<file path="src/rtl/sccb_responder.sv">
// SCCB slave: filters SCL/SDA, decodes START/STOP/bytes, emits register write strobes and read requests.
// Read path compiled in only when SCCB_RESPONDER_READ_EN is defined; otherwise read IDs are ignored.
module sccb_responder #(
  parameter logic [6:0] DEV_ID   = 7'h30,
  parameter int         FILT_LEN = 3
) (
  input  logic       iclk,
  input  logic       irst_n,
  input  logic       iscl,
  input  logic       isda,
  output logic       osda_oe,
  output logic       owr_stb,
  output logic [7:0] owr_addr,
  output logic [7:0] owr_data,
  output logic       ord_stb,
  output logic [7:0] ord_addr,
  input  logic [7:0] irdata,
  output logic       obusy
);

  localparam int CW = $clog2(FILT_LEN + 1);

  typedef enum logic [3:0] {
    S_IDLE, S_ID, S_ID_ACK, S_SUB, S_SUB_ACK,
    S_WDATA, S_WDATA_ACK, S_RDATA, S_RDATA_ACK, S_IGNORE
  } state_t;

  // Index 1 = SCL, index 0 = SDA; everything resets high so a reset release never looks like a START.
  logic [1:0]         sync1_q, sync2_q, filt_q, prev_q;
  logic [1:0][CW-1:0] fcnt_q;

  always_ff @(posedge iclk or negedge irst_n) begin
    if (!irst_n) begin
      sync1_q <= '1;
      sync2_q <= '1;
      filt_q  <= '1;
      prev_q  <= '1;
      fcnt_q  <= '0;
    end else begin
      sync1_q <= {iscl, isda};
      sync2_q <= sync1_q;
      prev_q  <= filt_q;
      for (int i = 0; i < 2; i++) begin
        if (sync2_q[i] == filt_q[i]) begin
          fcnt_q[i] <= '0;
        end else if (fcnt_q[i] == CW'(FILT_LEN - 1)) begin
          filt_q[i] <= sync2_q[i];
          fcnt_q[i] <= '0;
        end else begin
          fcnt_q[i] <= fcnt_q[i] + 1'b1;
        end
      end
    end
  end

  logic scl_f, sda_f, scl_rise, scl_fall, start_det, stop_det;
  assign scl_f     = filt_q[1];
  assign sda_f     = filt_q[0];
  assign scl_rise  = scl_f & ~prev_q[1];
  assign scl_fall  = ~scl_f & prev_q[1];
  assign start_det = scl_f & prev_q[1] & prev_q[0] & ~sda_f;
  assign stop_det  = scl_f & prev_q[1] & ~prev_q[0] & sda_f;

  state_t     state_q;
  logic [2:0] cnt_q;
  logic       phase_q;
  logic [6:0] shift_q;
  logic [7:0] addr_q;
  logic       oe_q;
  logic       wr_stb_q;
  logic [7:0] wr_addr_q, wr_data_q;
  logic       busy_q;
  logic [7:0] byte_d;
  logic       id_wr_d;

  assign byte_d  = {shift_q, sda_f};
  assign id_wr_d = (byte_d == {DEV_ID, 1'b0});

`ifdef SCCB_RESPONDER_READ_EN
  logic       rw_q;
  logic [7:0] rd_sh_q;
  logic       rd_stb_q;
  logic [7:0] rd_addr_q;
  logic       id_rd_d;
  assign id_rd_d = (byte_d == {DEV_ID, 1'b1});
`endif

  always_ff @(posedge iclk or negedge irst_n) begin
    if (!irst_n) begin
      state_q   <= S_IDLE;
      cnt_q     <= '0;
      phase_q   <= 1'b0;
      shift_q   <= '0;
      addr_q    <= '0;
      oe_q      <= 1'b0;
      wr_stb_q  <= 1'b0;
      wr_addr_q <= '0;
      wr_data_q <= '0;
      busy_q    <= 1'b0;
`ifdef SCCB_RESPONDER_READ_EN
      rw_q      <= 1'b0;
      rd_sh_q   <= '0;
      rd_stb_q  <= 1'b0;
      rd_addr_q <= '0;
`endif
    end else begin
      wr_stb_q <= 1'b0;
`ifdef SCCB_RESPONDER_READ_EN
      rd_stb_q <= 1'b0;
      if (rd_stb_q) rd_sh_q <= irdata;
`endif
      if (stop_det) begin
        state_q <= S_IDLE;
        oe_q    <= 1'b0;
        busy_q  <= 1'b0;
        phase_q <= 1'b0;
      end else if (start_det) begin
        state_q <= S_ID;
        cnt_q   <= '0;
        oe_q    <= 1'b0;
        busy_q  <= 1'b1;
        phase_q <= 1'b0;
      end else begin
        case (state_q)
          S_ID, S_SUB, S_WDATA: begin
            if (scl_rise) begin
              shift_q <= byte_d[6:0];
              cnt_q   <= cnt_q + 3'd1;
              if (cnt_q == 3'd7) begin
                phase_q <= 1'b0;
                if (state_q == S_ID) begin
                  if (id_wr_d) begin
                    state_q <= S_ID_ACK;
`ifdef SCCB_RESPONDER_READ_EN
                    rw_q    <= 1'b0;
                  end else if (id_rd_d) begin
                    state_q <= S_ID_ACK;
                    rw_q    <= 1'b1;
`endif
                  end else begin
                    state_q <= S_IGNORE;
                  end
                end else if (state_q == S_SUB) begin
                  addr_q  <= byte_d;
                  state_q <= S_SUB_ACK;
                end else begin
                  wr_stb_q  <= 1'b1;
                  wr_addr_q <= addr_q;
                  wr_data_q <= byte_d;
                  addr_q    <= addr_q + 8'd1;
                  state_q   <= S_WDATA_ACK;
                end
              end
            end
          end
          // phase_q: 0 = waiting for the fall that starts ACK drive, 1 = waiting for the fall that ends it
          S_ID_ACK, S_SUB_ACK, S_WDATA_ACK: begin
            if (scl_fall) begin
              if (!phase_q) begin
                oe_q    <= 1'b1;
                phase_q <= 1'b1;
`ifdef SCCB_RESPONDER_READ_EN
                if (state_q == S_ID_ACK && rw_q) begin
                  rd_stb_q  <= 1'b1;
                  rd_addr_q <= addr_q;
                end
`endif
              end else begin
                oe_q    <= 1'b0;
                phase_q <= 1'b0;
                cnt_q   <= '0;
                if (state_q == S_ID_ACK) state_q <= S_SUB;
                else                     state_q <= S_WDATA;
`ifdef SCCB_RESPONDER_READ_EN
                if (state_q == S_ID_ACK && rw_q) begin
                  oe_q    <= ~rd_sh_q[7];
                  rd_sh_q <= {rd_sh_q[6:0], 1'b0};
                  state_q <= S_RDATA;
                end
`endif
              end
            end
          end
`ifdef SCCB_RESPONDER_READ_EN
          S_RDATA: begin
            if (scl_rise) begin
              cnt_q <= cnt_q + 3'd1;
              if (cnt_q == 3'd7) begin
                state_q <= S_RDATA_ACK;
                phase_q <= 1'b0;
              end
            end else if (scl_fall) begin
              oe_q    <= ~rd_sh_q[7];
              rd_sh_q <= {rd_sh_q[6:0], 1'b0};
            end
          end
          S_RDATA_ACK: begin
            if (scl_fall && !phase_q) begin
              oe_q    <= 1'b0;
              phase_q <= 1'b1;
            end else if (scl_rise && phase_q) begin
              phase_q <= 1'b0;
              if (!sda_f) begin
                addr_q    <= addr_q + 8'd1;
                rd_stb_q  <= 1'b1;
                rd_addr_q <= addr_q + 8'd1;
                cnt_q     <= '0;
                state_q   <= S_RDATA;
              end else begin
                state_q <= S_IGNORE;
              end
            end
          end
`endif
          S_IDLE, S_IGNORE: ;
          default: state_q <= S_IDLE;
        endcase
      end
    end
  end

  assign osda_oe  = oe_q;
  assign owr_stb  = wr_stb_q;
  assign owr_addr = wr_addr_q;
  assign owr_data = wr_data_q;
  assign obusy    = busy_q;

`ifdef SCCB_RESPONDER_READ_EN
  assign ord_stb  = rd_stb_q;
  assign ord_addr = rd_addr_q;
`else
  assign ord_stb  = 1'b0;
  assign ord_addr = 8'h00;
  logic unused_rdata;
  assign unused_rdata = ^irdata;
`endif

endmodule
</file>
<file path="config.mk">
export PLATFORM = sky130hd
export DESIGN_NAME = sccb_responder
export DESIGN_NICKNAME = d
export VERILOG_FILES = /design/src/rtl/sccb_responder.sv
export SDC_FILE = /design/constraint.sdc
export NUM_CORES = 1
export LEC_CHECK = 0
export BUFFER_PORTS_ARGS = -buffer_cell sky130_fd_sc_hd__buf_2
export CELL_PAD_IN_SITES_DETAIL_PLACEMENT = 1
export CELL_PAD_IN_SITES_GLOBAL_PLACEMENT = 1
export CORE_UTILIZATION = 44
export CTS_CLUSTER_DIAMETER = 50
export DETAILED_ROUTE_END_ITERATION = 16
export GPL_ROUTABILITY_DRIVEN = 0
export PLACE_DENSITY_LB_ADDON = 0.12
export SYNTH_ARGS = -nofsm -noshare
export SYNTH_HDL_FRONTEND = slang
export SYNTH_SLANG_ARGS = --single-unit
</file>
<file path="constraint.sdc">
create_clock -name iclk -period 2.18 [get_ports iclk]
set_clock_uncertainty 0.2 [all_clocks]
set_input_delay 0.654 -clock iclk [delete_from_list [all_inputs] [get_ports iclk]]
set_output_delay 0.654 -clock iclk [all_outputs]
set_load 0.1 [all_outputs]
</file>
# Word level (Yosys, flattened, before mapping)
# Index checks and enable logic that the tools add are counted.
dict set report word_totals {
  in_bits 12
  ff_bits 54
  word_cells 117
}
dict set report classes {
  eq_ne 21
  n_addsub 4
  n_mux 40
  reduce_logical 18
  bitwise_logic 17
}
# operator n
set ops {}
lappend ops {{$mux 4} 8}
lappend ops {{$mux 1} 18}
lappend ops {{$ne 4x4->1 const B} 4}
lappend ops {{$mux 3} 5}
lappend ops {{$eq 4x3->1 const B} 3}
lappend ops {{$ne 3x3->1 const B} 4}
lappend ops {{$pmux 4 s3} 1}
lappend ops {{$mux 2} 5}
lappend ops {{$not 1->1} 10}
lappend ops {{$reduce_and 5->1} 2}
lappend ops {{$reduce_bool 3->1} 3}
lappend ops {{$add 8x1->8 const B} 1}
lappend ops {{$eq 4x2->1 const B} 2}
lappend ops {{$eq 8x7->1 const B} 1}
lappend ops {{$mux 8} 1}
lappend ops {{$reduce_and 4->1} 2}
lappend ops {{$and 1x1->1} 7}
lappend ops {{$reduce_and 7->1} 1}
lappend ops {{$pmux 3 s2} 1}
lappend ops {{$reduce_and 2->1} 3}
lappend ops {{$reduce_and 6->1} 1}
lappend ops {{$reduce_or 3->1} 2}
lappend ops {{$add 2x1->2 const B} 2}
lappend ops {{$eq 2x2->1 const B} 2}
lappend ops {{10 further kinds} 11}

# Logic depth before layout (Yosys ltp)
# Gate-level depths: netlist of the first run.
dict set report logic_depth {
  depth_word 8
  depth_mapped 7
}

# Least setup slack after synthesis of the first run
# Ideal clock, no wire load.
dict set report synth_path {
  path_type {flip-flop to flip-flop}
  startpoint {register state_q[2]}
  endpoint {register wr_addr_q[0] (netlist: owr_addr[0])}
  period_less_slack_ns 1.966
  arrival_ns 1.640
  path_buffers 2
  path_slack_ns 0.214
  stages_incl_launch_ff 7
  cell_sequence {dfrtp_1 -> buf_6 -> a211oi_4 -> nand2_4 -> nor2_4 -> buf_12 -> mux2_4}
}
dict set report synth_between {
  elab_chain_len 3
  elab_cells_between_ends 7
  classes_between {eq/ne: 3; bitwise: 2; reduce/logical: 2}
}
# item line_no
set synth_lines {}
lappend synth_lines {{from (decl)} 64} ;# state_t state_q;
lappend synth_lines {{from (signal assigned)} 90} ;# state_q <= S_IDLE;
lappend synth_lines {{from (signal assigned)} 113} ;# state_q <= S_IDLE;
lappend synth_lines {{from (signal assigned)} 118} ;# state_q <= S_ID;
lappend synth_lines {{$eq 4x1->1 (tied with other cells)} {124, 131}}
lappend synth_lines {{$reduce_or 3->1 or $not 1->1 (tied branches)} n/a}
lappend synth_lines {{$reduce_and 7->1 (no line) *} n/a}
lappend synth_lines {{to (signal assigned)} 148} ;# wr_addr_q <= addr_q;
lappend synth_lines {{to (decl)} 71} ;# logic [7:0] wr_addr_q, wr_data_q;
# Mark *: on every way between the ends. The rest lies on a longest branch, timed or not.
# A chain may end at the register's enable or synchronous reset.

# Final worst setup path of the first run
dict set report layout_path {
  startpoint {register state_q[3]}
  endpoint {register addr_q[4]}
}
dict set report layout_between {
  elab_chain_len 3
  elab_cells_between_ends 7
  classes_between {eq/ne: 3; mux: 1; bitwise: 1; reduce/logical: 2}
}
# item line_no
set layout_lines {}
lappend layout_lines {{$eq 4x1->1 (tied with other cells)} {124, 131}}
lappend layout_lines {{$reduce_or 3->1 or $not 1->1 (tied branches)} n/a}
lappend layout_lines {{$reduce_and 6->1 (no line)} n/a}
lappend layout_lines {{to (signal assigned)} 144} ;# addr_q <= byte_d;
lappend layout_lines {{to (signal assigned)} 150} ;# addr_q <= addr_q + 8'd1;
lappend layout_lines {{to (decl)} 68} ;# logic [7:0] addr_q;
# Parallel ways exist; a longest one is shown, timed or not.

==> results of run 1 <==
## what timing repair did
item                                    CTS  global route
endpoints found under the hold margin     0             0
endpoints found under the setup margin    0             6
resized for setup                         0             4
## per-stage QoR
| stage | area (sq um) | util (%) | setup slack (ps) | total power [mW] |
|---|---|---|---|---|
| 2_1_floorplan | 2690 | - | 214 | 1.71 |
| 3_3_place_gp | 2860 | 50.5 | 123 | 1.84 |
| 3_5_place_dp | 2860 | 50.5 | 112 | 1.85 |
| 4_1_cts | 2970 | 52.3 | 21.4 | 2.50 |
| 5_1_grt | 2990 | 52.6 | 33.0 | 2.62 |
| 6_report | 2990 | 52.6 | 121 | 2.47 |
## registers in the layout (all words and copies together) (netlist names)
signal and cells:
prev_q 2, owr_addr 8, owr_data 8, addr_q 8
fcnt_q 4, shift_q 7, state_q 4, filt_q 2
phase_q 1, cnt_q 3, osda_oe 1, sync1_q 2
obusy 1, owr_stb 1, sync2_q 2
## routing by layer
metal / global-route usage, % / routed length (microns)
met1: 29.2 / 2890
met2: 32.1 / 2600
met3: 3.43 / 140
met4: 6.43 / 78
met5: 0 / 0
## cells in the final DEF (no fill, tap or decap), drive strengths merged, types with 2 or more instances in the layout
cell / n
dfrtp: 46
nand2: 44
buf: 37
mux2: 17
a21oi: 15
o21ai: 11
conb: 9
nor2: 9
dfstp: 8
clkbuf: 7
nand3: 7
nor3: 5
nand2b: 4
a2bb2oi: 4
xnor2: 3
inv: 3
nand4: 3
mux2i: 3
and3: 3
o22ai: 3
ha: 3
nor3b: 2
a31o: 2
nand4b: 2
or3: 2
nor4b: 2
a31oi: 2
## area by class of cell
class	instances	area, sq um	area share, %
Inverter	3	11.3	0.377
Tap cell	72	90.1	3.02
Multi-Input combinational cell	172	1180	39.5
Clock buffer	7	96.3	3.23
Timing Repair Buffer	37	235	7.88
Clock inverter	1	8.76	0.293
Sequential cell	54	1360	45.7
## power breakdown
part	switching [mW]	internal, mW	leakage [nW]	total [mW]
clock	0.343	0.292	0.0544	0.635
sequential	0.134	1.14	0.714	1.28
combinational	0.362	0.200	0.674	0.563
total	0.839	1.63	1.44	2.47
## kinds of logic (layout without fill, tap and decap cells)
logic type      Yosys count  after routing
simple gates             90             90
flops                    54             54
compound gates           46             46
buf+inv                  23             48
mux                      20             20
xor+xnor                  4              4
fa+ha+maj                 3              3
other cells               1              9
## worst max path at each step
stage                from           to  slack [ps]  cells after the start
6_report       state_q[3]    addr_q[4]         120                      6
5_1_grt        state_q[0]    addr_q[4]          30                      6
4_1_cts        state_q[2]    addr_q[4]          20                      5
3_5_place_dp     cnt_q[0]   state_q[1]         110                      8
3_3_place_gp     cnt_q[0]   state_q[3]         120                      7
2_1_floorplan  state_q[2]  owr_addr[0]         210                      6
==> Implementation_results.wiki, run 1 <==
{| class="wikitable"
! Metric !! Value
|-
| Status || finished, final reports clean
|-
| CP Capture Type || register
|-
| Startpoint of the lowest-slack register-to-register path || state_q[3]
|-
| Layout cells sized above 1 || 31.4%
|-
| Worst Path Buf+Inv || 1
|-
| Most area-hungry cell type in the Yosys netlist || sky130_fd_sc_hd__dfrtp_1
|-
| CTS tree || built
|-
| Skew-Pair Late Insertion Delay || 320 ps
|-
| # placed instances || 338
|-
| Top cell types by occurrence after synthesis || sky130_fd_sc_hd__dfrtp_1, sky130_fd_sc_hd__nand2_1, sky130_fd_sc_hd__a21oi_1, sky130_fd_sc_hd__buf_4, sky130_fd_sc_hd__o21ai_0
|-
| Synth Area in XOR/XNOR || 1.32%
|-
| Number of detailed-routing iterations run before antenna repair || 4
|-
| Growth of design area from synthesis to finish || 12.2%
|-
| Total routing resource utilization after global routing || 20.6%
|-
| Worst Reg-to-Reg Cells || 6
|-
| Chip Width || 79.8 microns
|-
| Area share of fa/ha/maj cells after synthesis || 1.41%
|-
| CTS buffer count || 5
|-
| Count of flip-flops with a built-in enable after synthesis || 0
|-
| Leakage power total || 1.44 nW
|-
| Max FO, Critical Path || 11
|-
| Sequential element share of the synthesized area || 51.2%
|-
| Die extent in y || 79.8 microns
|-
| Per-cell via count in the routed design || 5.54
|-
| Register-to-register setup slack || 120 ps
|-
| Filler Cell Count || 656
|-
| Top-level port count || 40
|-
| Worst Path Arrival || 2080 ps
|-
| Most instantiated library cell after synthesis || sky130_fd_sc_hd__dfrtp_1
|-
| Max-cap check violation count || 0
|-
| Largest net degree at the start of global routing || 28
|-
| Worst supply voltage drop on vdd || 610 uV
|-
| Area of the mapped netlist || 2660 sq um
|-
| Hold bufs inserted after CTS || 0
|-
| Unrepaired setup endpoints after global routing || no
|-
| Primary flip-flop cell chosen by synthesis mapping || sky130_fd_sc_hd__dfrtp_1
|-
| Final period demand of the worst path || 2060 ps
|-
| Total grt overflow || 0
|-
| Share of the synthesized area in the top cell type || 43.3%
|-
| Slew at the pin closest to its max-slew limit || 499 ps
|-
| Clock tree sinks || 54
|-
| Largest family of logic cells by synthesized area || simple AND/OR/NAND/NOR gates
|-
| Share of flip-flops with an asynchronous set or reset after synthesis || 100%
|-
| Worst slew margin || 66.3%
|-
| Total inserted antenna cells || 0
|-
| Cell variety after synth || 55
|-
| Post-CTS Setup Repair Bufs || 0
|-
| Global-route wire length before repair || 9.83 mm
|-
| Final routed DRC violation total || 0
|-
| Power density over the cells || 828 nW/um^2
|-
| Post-Synthesis Cells || 241
|-
| Synth Register Bits || 54
|-
| Via count of the first global-routing pass || 1941
|-
| Clk buf depth || 2
|-
| Final routed wire length divided by cell count || 16.5 microns
|-
| Hold WS || 129 ps
|-
| Clock slew at the register clock pins of the worst setup and hold paths || 110 ps
|-
| Starting Density || 46.9%
|-
| Count of final max-slew check failures || 0
|-
| Count of port buffers added during placement || 22
|-
| Max Freq || 0.486 GHz
|-
| Critical Path Max Stage Delay || 390 ps
|-
| Area enclosed by the die boundary || 6360 sq um
|-
| Crit path max-delay family || compound AO/OA/AOI/OAI gates
|-
| Core region area || 5680 sq um
|-
| Class of the most critical setup path || register to register
|-
| Number of antenna violations at the first check in global routing || 0
|-
| Hold/Removal Path Class || input port to async pin
|-
| Detailed-route wire length || 5.71 mm
|-
| Number of DRC markers in iteration 0 || 91
|-
| Count of non-filler cells in the finished layout || 346
|-
| H-tree levels || 2
|-
| Top area cells in the synthesized netlist || sky130_fd_sc_hd__dfrtp_1, sky130_fd_sc_hd__dfstp_2, sky130_fd_sc_hd__nand2_1
|-
| Final setup violating endpoints || 0
|-
| Final Net Count || 288
|-
| Required arrival time at the worst endpoint || 2200 ps
|-
| Post-synthesis mux area share || 9.59%
|-
| Routed vias || 1918
|-
| Library cell contributing the largest single delay on the critical path || sky130_fd_sc_hd__dfrtp_1
|-
| Clock tree root buffer cell || sky130_fd_sc_hd__clkbuf_8
|-
| Remaining number of nets flagged by the antenna check after routing || 0
|-
| Capture point of the worst reg-to-reg path || addr_q[4]
|-
| Ratio of final minimum period to clock period || 94.5%
|-
| Number of synthesis warnings || 0
|-
| Synthesized area divided by synthesized cell count || 11.0 sq um
|-
| Hold violation total from the final report || 0
|-
| Floorplan row count || 27
|-
| Crit path cell chain || nand2b_2 > a2111oi_4 > buf_4 > nand3_2 > a21oi_1 > a2bb2oi_1
|-
| Simple-Gate Fraction of Synth Area || 17.3%
|-
| Post-synthesis compound-gate area fraction || 12.9%
|-
| TNS Setup || 0 ps
|-
| Setup crit start kind || register
|-
| Placed wire-length estimate || 4.08 mm
|}
Note: power is estimated with default switching activity, not from simulation.
==> run 2, diff against run 1 <==
Settings changed: BUFFER_PORTS_ARGS -buffer_cell sky130_fd_sc_hd__buf_2 to -buffer_cell sky130_fd_sc_hd__buf_4.
==> run 2 against run 1 <==
- final cell count is 0.29% lower
- global-route usage is 0.87 points lower
- sequential share of layout area is 0.87 points lower
- hold slack better by 33 ps
- non-clock buffer count is 1 lower
- first-iteration DRC count is 11% lower
- wire length is 3.4% lower
- total power is 3.4% higher
- setup slack worse by 2.6 ps
- clock power is 12% higher
- register-to-register slack hardly changed
- via count is 1.7% lower
==> Implementation_results.wiki, run 2 (synthesized netlist as in run 1, its figures left out) <==
{| class="wikitable"
! Metric !! Value
|-
| Starting Density || 46.9%
|-
| Worst Path Arrival || 2070 ps
|-
| Total routing resource utilization after global routing || 19.7%
|-
| Chip Width || 79.8 microns
|-
| Final Net Count || 287
|-
| Remaining number of nets flagged by the antenna check after routing || 0
|-
| Post-CTS Setup Repair Bufs || 0
|-
| Count of port buffers added during placement || 22
|-
| Via count of the first global-routing pass || 1965
|-
| Detailed-route wire length || 5.52 mm
|-
| Hold violation total from the final report || 0
|-
| Hold bufs inserted after CTS || 0
|-
| Critical Path Max Stage Delay || 520 ps
|-
| Area enclosed by the die boundary || 6360 sq um
|-
| Worst slew margin || 55.1%
|-
| Crit path max-delay family || simple AND/OR/NAND/NOR gates
|-
| Final routed DRC violation total || 0
|-
| Count of final max-slew check failures || 0
|-
| Status || finished, final reports clean
|-
| CTS tree || built
|-
| Placed wire-length estimate || 3.89 mm
|-
| Final period demand of the worst path || 2060 ps
|-
| Top-level port count || 40
|-
| Total inserted antenna cells || 0
|-
| Number of detailed-routing iterations run before antenna repair || 4
|-
| Max FO, Critical Path || 8
|-
| Worst Path Buf+Inv || 2
|-
| CTS buffer count || 5
|-
| Crit path cell chain || buf_4 > nor2_1 > nand2b_1 > and3_1 > buf_4 > a21oi_1 > a21oi_1
|-
| Skew-Pair Late Insertion Delay || 310 ps
|-
| Setup crit start kind || register
|-
| Leakage power total || 1.44 nW
|-
| Commonest cells after routing, fill and taps aside || sky130_fd_sc_hd__dfrtp_1, sky130_fd_sc_hd__nand2_1, sky130_fd_sc_hd__buf_4
|-
| Routed vias || 1886
|-
| Global-route wire length before repair || 9.67 mm
|-
| Class of the most critical setup path || register to register
|-
| Most common cell after layout, fill and taps aside || sky130_fd_sc_hd__dfrtp_1
|-
| Max-cap check violation count || 0
|-
| Total grt overflow || 0
|-
| Required arrival time at the worst endpoint || 2190 ps
|-
| Number of antenna violations at the first check in global routing || 0
|-
| Power density over the cells || 841 nW/um^2
|-
| Number of resized instances in the post-cts repair step || 0
|-
| Layout cells sized above 1 || 30.0%
|-
| Max Freq || 0.485 GHz
|-
| H-tree levels || 2
|-
| Final setup violating endpoints || 0
|-
| Clock slew at the register clock pins of the worst setup and hold paths || 100 ps
|-
| Growth of design area from synthesis to finish || 14.2%
|-
| Ratio of final minimum period to clock period || 94.6%
|-
| Floorplan row count || 27
|-
| Largest net degree at the start of global routing || 55
|-
| Clk buf depth || 2
|-
| Clock tree root buffer cell || sky130_fd_sc_hd__clkbuf_8
|-
| Hold/Removal Path Class || register to register
|-
| CP Capture Type || register
|-
| Core region area || 5680 sq um
|-
| Per-cell via count in the routed design || 5.47
|-
| Share of the core filled with cells || 53.6%
|-
| Number of DRC markers in iteration 0 || 81
|-
| Slew at the pin closest to its max-slew limit || 674 ps
|-
| Total Power || 2.56 mW
|-
| Final routed wire length divided by cell count || 16.0 microns
|-
| Worst supply voltage drop on vdd || 580 uV
|-
| Die extent in y || 79.8 microns
|-
| Clock tree sinks || 54
|-
| Library cell contributing the largest single delay on the critical path || sky130_fd_sc_hd__dfrtp_1
|}
==> run 2: cell type report <==
cell class	instances	area [sq um]
fill	628	2640
clock inverter	1	30.0
sequential	54	1360
timing repair buffer	36	283
inverter	3	11.3
clock buffer	7	86.3
multi-input combinational	172	1180
tap	72	90.1
==> run 2: worst reg2reg max path, stage by stage, from the launching register on <==
cell and delay [ps]:
sky130_fd_sc_hd__dfrtp_1 520, sky130_fd_sc_hd__buf_4 200, sky130_fd_sc_hd__nor2_1 220, sky130_fd_sc_hd__nand2b_1 150
sky130_fd_sc_hd__and3_1 280, sky130_fd_sc_hd__buf_4 180, sky130_fd_sc_hd__a21oi_1 160, sky130_fd_sc_hd__a21oi_1 60
==> run 2: routing by layer <==
metal | vias to the layer above | routed length, microns | track usage [%]
met4 | 0 | 58 | 5.54
met1 | 960 | 2740 | 27.0
li1 | 893 | - | -
met2 | 28 | 2570 | 31.6
met3 | 5 | 146 | 3.89
met5 | - | 0 | 0
==> run 2: final timing paths <==
kind / startpoint / end / slack (ps) / cells past startpoint
worst max register to register: state_q[1] / addr_q[7] / 120 / 7
min in group asynchronous: irst_n / state_q[0] / 170 / 1
worst min-delay path: sync1_q[1] / sync2_q[1] / 160 / 0
worst min register to register: sync1_q[1] / sync2_q[1] / 160 / 0
worst max-delay path: state_q[1] / addr_q[7] / 120 / 7
max in group asynchronous: irst_n / state_q[2] / 1140 / 1
==> run 2: report_power, final <==
part	total [mW]	switching [mW]	internal, mW
registers	1.28	0.135	1.14
logic	0.571	0.365	0.206
clock network	0.710	0.335	0.375
total	2.56	0.835	1.72
==> run 2: per-stage QoR <==
stage	TNS, ps	hold slack, ps	std cells	worst slack (ps)	cell area [sq um]
final	0	161	345	118	3040
after global routing	-2.33	166	345	-2.33	3040
after CTS	0	165	345	63.3	3030
after detailed placement	0	152	337	84.0	2910
after global placement	0	145	337	128	2910
after floorplan	0	145	249	214	2690
==> run 3, diff against run 2 <==
Settings changed: CELL_PAD_IN_SITES_GLOBAL_PLACEMENT 1 to 2, CORE_UTILIZATION 44 to 37, CTS_CLUSTER_DIAMETER 50 to 100.
==> run 3 against run 2 <==
- global-route usage is 1.9 points lower
- maximum frequency grew 1.7%
- total power grew 0.24%
- sequential share of layout area down 0.86 points
- via count shrank 1.5%
- non-clock buffer count rose by 2
- sequential power is essentially flat
- final cell count rose by 7.5%
- wire length grew 6.8%
- design area is 1.9% higher
==> Implementation_results.wiki, run 3 (synthesized netlist as in run 1, its figures left out) <==
{| class="wikitable"
! Metric !! Value
|-
| Capture point of the worst reg-to-reg path || state_q[1]
|-
| H-tree levels || 2
|-
| Leakage power total || 1.46 nW
|-
| TNS Setup || 0 ps
|-
| Routed vias || 1857
|-
| Setup crit start kind || register
|-
| Core region area || 6870 sq um
|-
| Floorplan row count || 30
|-
| Number of antenna violations at the first check in global routing || 0
|-
| Max-cap check violation count || 0
|-
| # placed instances || 363
|-
| Required arrival time at the worst endpoint || 2210 ps
|-
| Worst supply voltage drop on vdd || 469 uV
|-
| Final period demand of the worst path || 2030 ps
|-
| Post-CTS Setup Repair Bufs || 0
|-
| CTS tree || built
|-
| Count of port buffers added during placement || 22
|-
| Starting Density || 38.7%
|-
| Growth of design area from synthesis to finish || 16.4%
|-
| Status || finished, final reports clean
|-
| Count of non-filler cells in the finished layout || 371
|-
| Placed wire-length estimate || 4.19 mm
|-
| Startpoint of the lowest-slack register-to-register path || cnt_q[0]
|-
| Final routed wire length divided by cell count || 15.9 microns
|-
| Count of final max-slew check failures || 0
|-
| Number of DRC markers in iteration 0 || 77
|-
| Commonest cells after routing, fill and taps aside || sky130_fd_sc_hd__dfrtp_1, sky130_fd_sc_hd__nand2_1, sky130_fd_sc_hd__buf_4
|-
| Power density over the cells || 827 nW/um^2
|-
| Area enclosed by the die boundary || 7540 sq um
|-
| Max FO, Critical Path || 5
|-
| Number of resized instances in the post-cts repair step || 0
|-
| Die extent in y || 86.8 microns
|-
| Detailed-route wire length || 5.90 mm
|-
| Via count of the first global-routing pass || 1929
|-
| Per-cell via count in the routed design || 5.01
|-
| Final Net Count || 289
|-
| Hold violation total from the final report || 0
|-
| Worst Path Arrival || 2060 ps
|-
| Clock slew at the register clock pins of the worst setup and hold paths || 110 ps
|-
| Number of detailed-routing iterations run before antenna repair || 4
|-
| CP Capture Type || register
|-
| Top routing layer in use || met4
|-
| Largest net degree at the start of global routing || 30
|-
| Total inserted antenna cells || 0
|-
| Register-to-register setup slack || 150 ps
|-
| Class of the most critical setup path || register to register
|-
| Chip Width || 86.8 microns
|-
| Total length of routed met2 wires || 2.56 mm
|-
| Clock tree sinks || 54
|-
| Hold/Removal Path Class || input port to async pin
|-
| Top-level port count || 40
|-
| Worst slew margin || 66.9%
|-
| Worst Reg-to-Reg Cells || 8
|-
| Final routed DRC violation total || 0
|-
| Layout cells sized above 1 || 30.5%
|-
| Most common cell after layout, fill and taps aside || sky130_fd_sc_hd__dfrtp_1
|-
| Detailed-routed wire length on met3 || 152 microns
|-
| Final setup violating endpoints || 0
|-
| Remaining number of nets flagged by the antenna check after routing || 0
|-
| Hold bufs inserted after CTS || 0
|-
| Max Freq || 0.493 GHz
|-
| Clk buf depth || 2
|-
| Clock tree root buffer cell || sky130_fd_sc_hd__clkbuf_8
|-
| Ratio of final minimum period to clock period || 93.0%
|-
| Total grt overflow || 0
|-
| CTS buffer count || 5
|-
| Total routing resource utilization after global routing || 17.8%
|-
| Sum of routed wire segments on met1 || 3.08 mm
|-
| Skew-Pair Late Insertion Delay || 320 ps
|-
| Slew at the pin closest to its max-slew limit || 490 ps
|-
| Unrepaired setup endpoints after global routing || no
|-
| Global-route wire length before repair || 10.2 mm
|}
==> run 3: cell count changes in the layout (fill, tap and decap cells not counted) <==
cell and change:
sky130_fd_sc_hd__dfrtp_2 -1, sky130_fd_sc_hd__buf_4 +1, sky130_fd_sc_hd__buf_12 +1, sky130_fd_sc_hd__clkbuf_8 -1, sky130_fd_sc_hd__clkinv_4 +1, sky130_fd_sc_hd__dfrtp_1 +1
sky130_fd_sc_hd__inv_6 +1, sky130_fd_sc_hd__clkbuf_1 -1
==> run 3: area by class of cell <==
class	instances	area, sq um
flip-flops and latches	54	1360
clock buffers	5	68.8
inverters	3	11.3
well taps	96	120
multi-input cells	172	1180
fillers	782	3770
repair buffers	38	310
clock inverters	3	47.5
==> run 3: report_power, final <==
group	switching, mW	internal (mW)
registers	0.140	1.14
clock network	0.359	0.349
logic	0.366	0.208
total	0.864	1.70
==> run 3: worst max-delay path, cell delays in order, from the launching register on <==
cell	delay (ps)
sky130_fd_sc_hd__dfrtp_1	410
sky130_fd_sc_hd__ha_1	200
sky130_fd_sc_hd__ha_1	240
sky130_fd_sc_hd__nand3b_1	120
sky130_fd_sc_hd__a21oi_2	60
sky130_fd_sc_hd__o41ai_4	360
sky130_fd_sc_hd__buf_4	190
sky130_fd_sc_hd__nand3_1	70
sky130_fd_sc_hd__o31ai_1	80
==> run 3: worst max path at each step <==
| stage | start | endpoint | cells past startpoint |
|---|---|---|---|
| floorplan | state_q[2] | owr_addr[0] | 6 |
| finish | cnt_q[0] | state_q[1] | 8 |
| global route | state_q[3] | addr_q[2] | 6 |
| CTS | cnt_q[0] | state_q[1] | 8 |
| global placement | cnt_q[0] | state_q[3] | 7 |
| detailed placement | cnt_q[0] | state_q[1] | 8 |
==> run 3: stage by stage <==
stage / hold WS [ps] / utilization, % / setup WS (ps) / area (sq um) / total power [mW]
after floorplan: 145 / - / 214 / 2690 / 1.71
after global placement: 146 / 43.2 / 109 / 2970 / 1.86
after detailed placement: 147 / 43.2 / 134 / 2970 / 1.87
after CTS: 50.6 / 44.9 / 102 / 3090 / 2.60
after global routing: 58.9 / 45.1 / 7.02 / 3100 / 2.70
final: 48.1 / 45.1 / 152 / 3100 / 2.56
==> run 3: per-layer routing <==
layer	global-route usage, %	up-vias
li1	-	902
met4	5.61	0
met3	3.33	8
met1	26.2	921
met2	26.3	26
met5	0	-
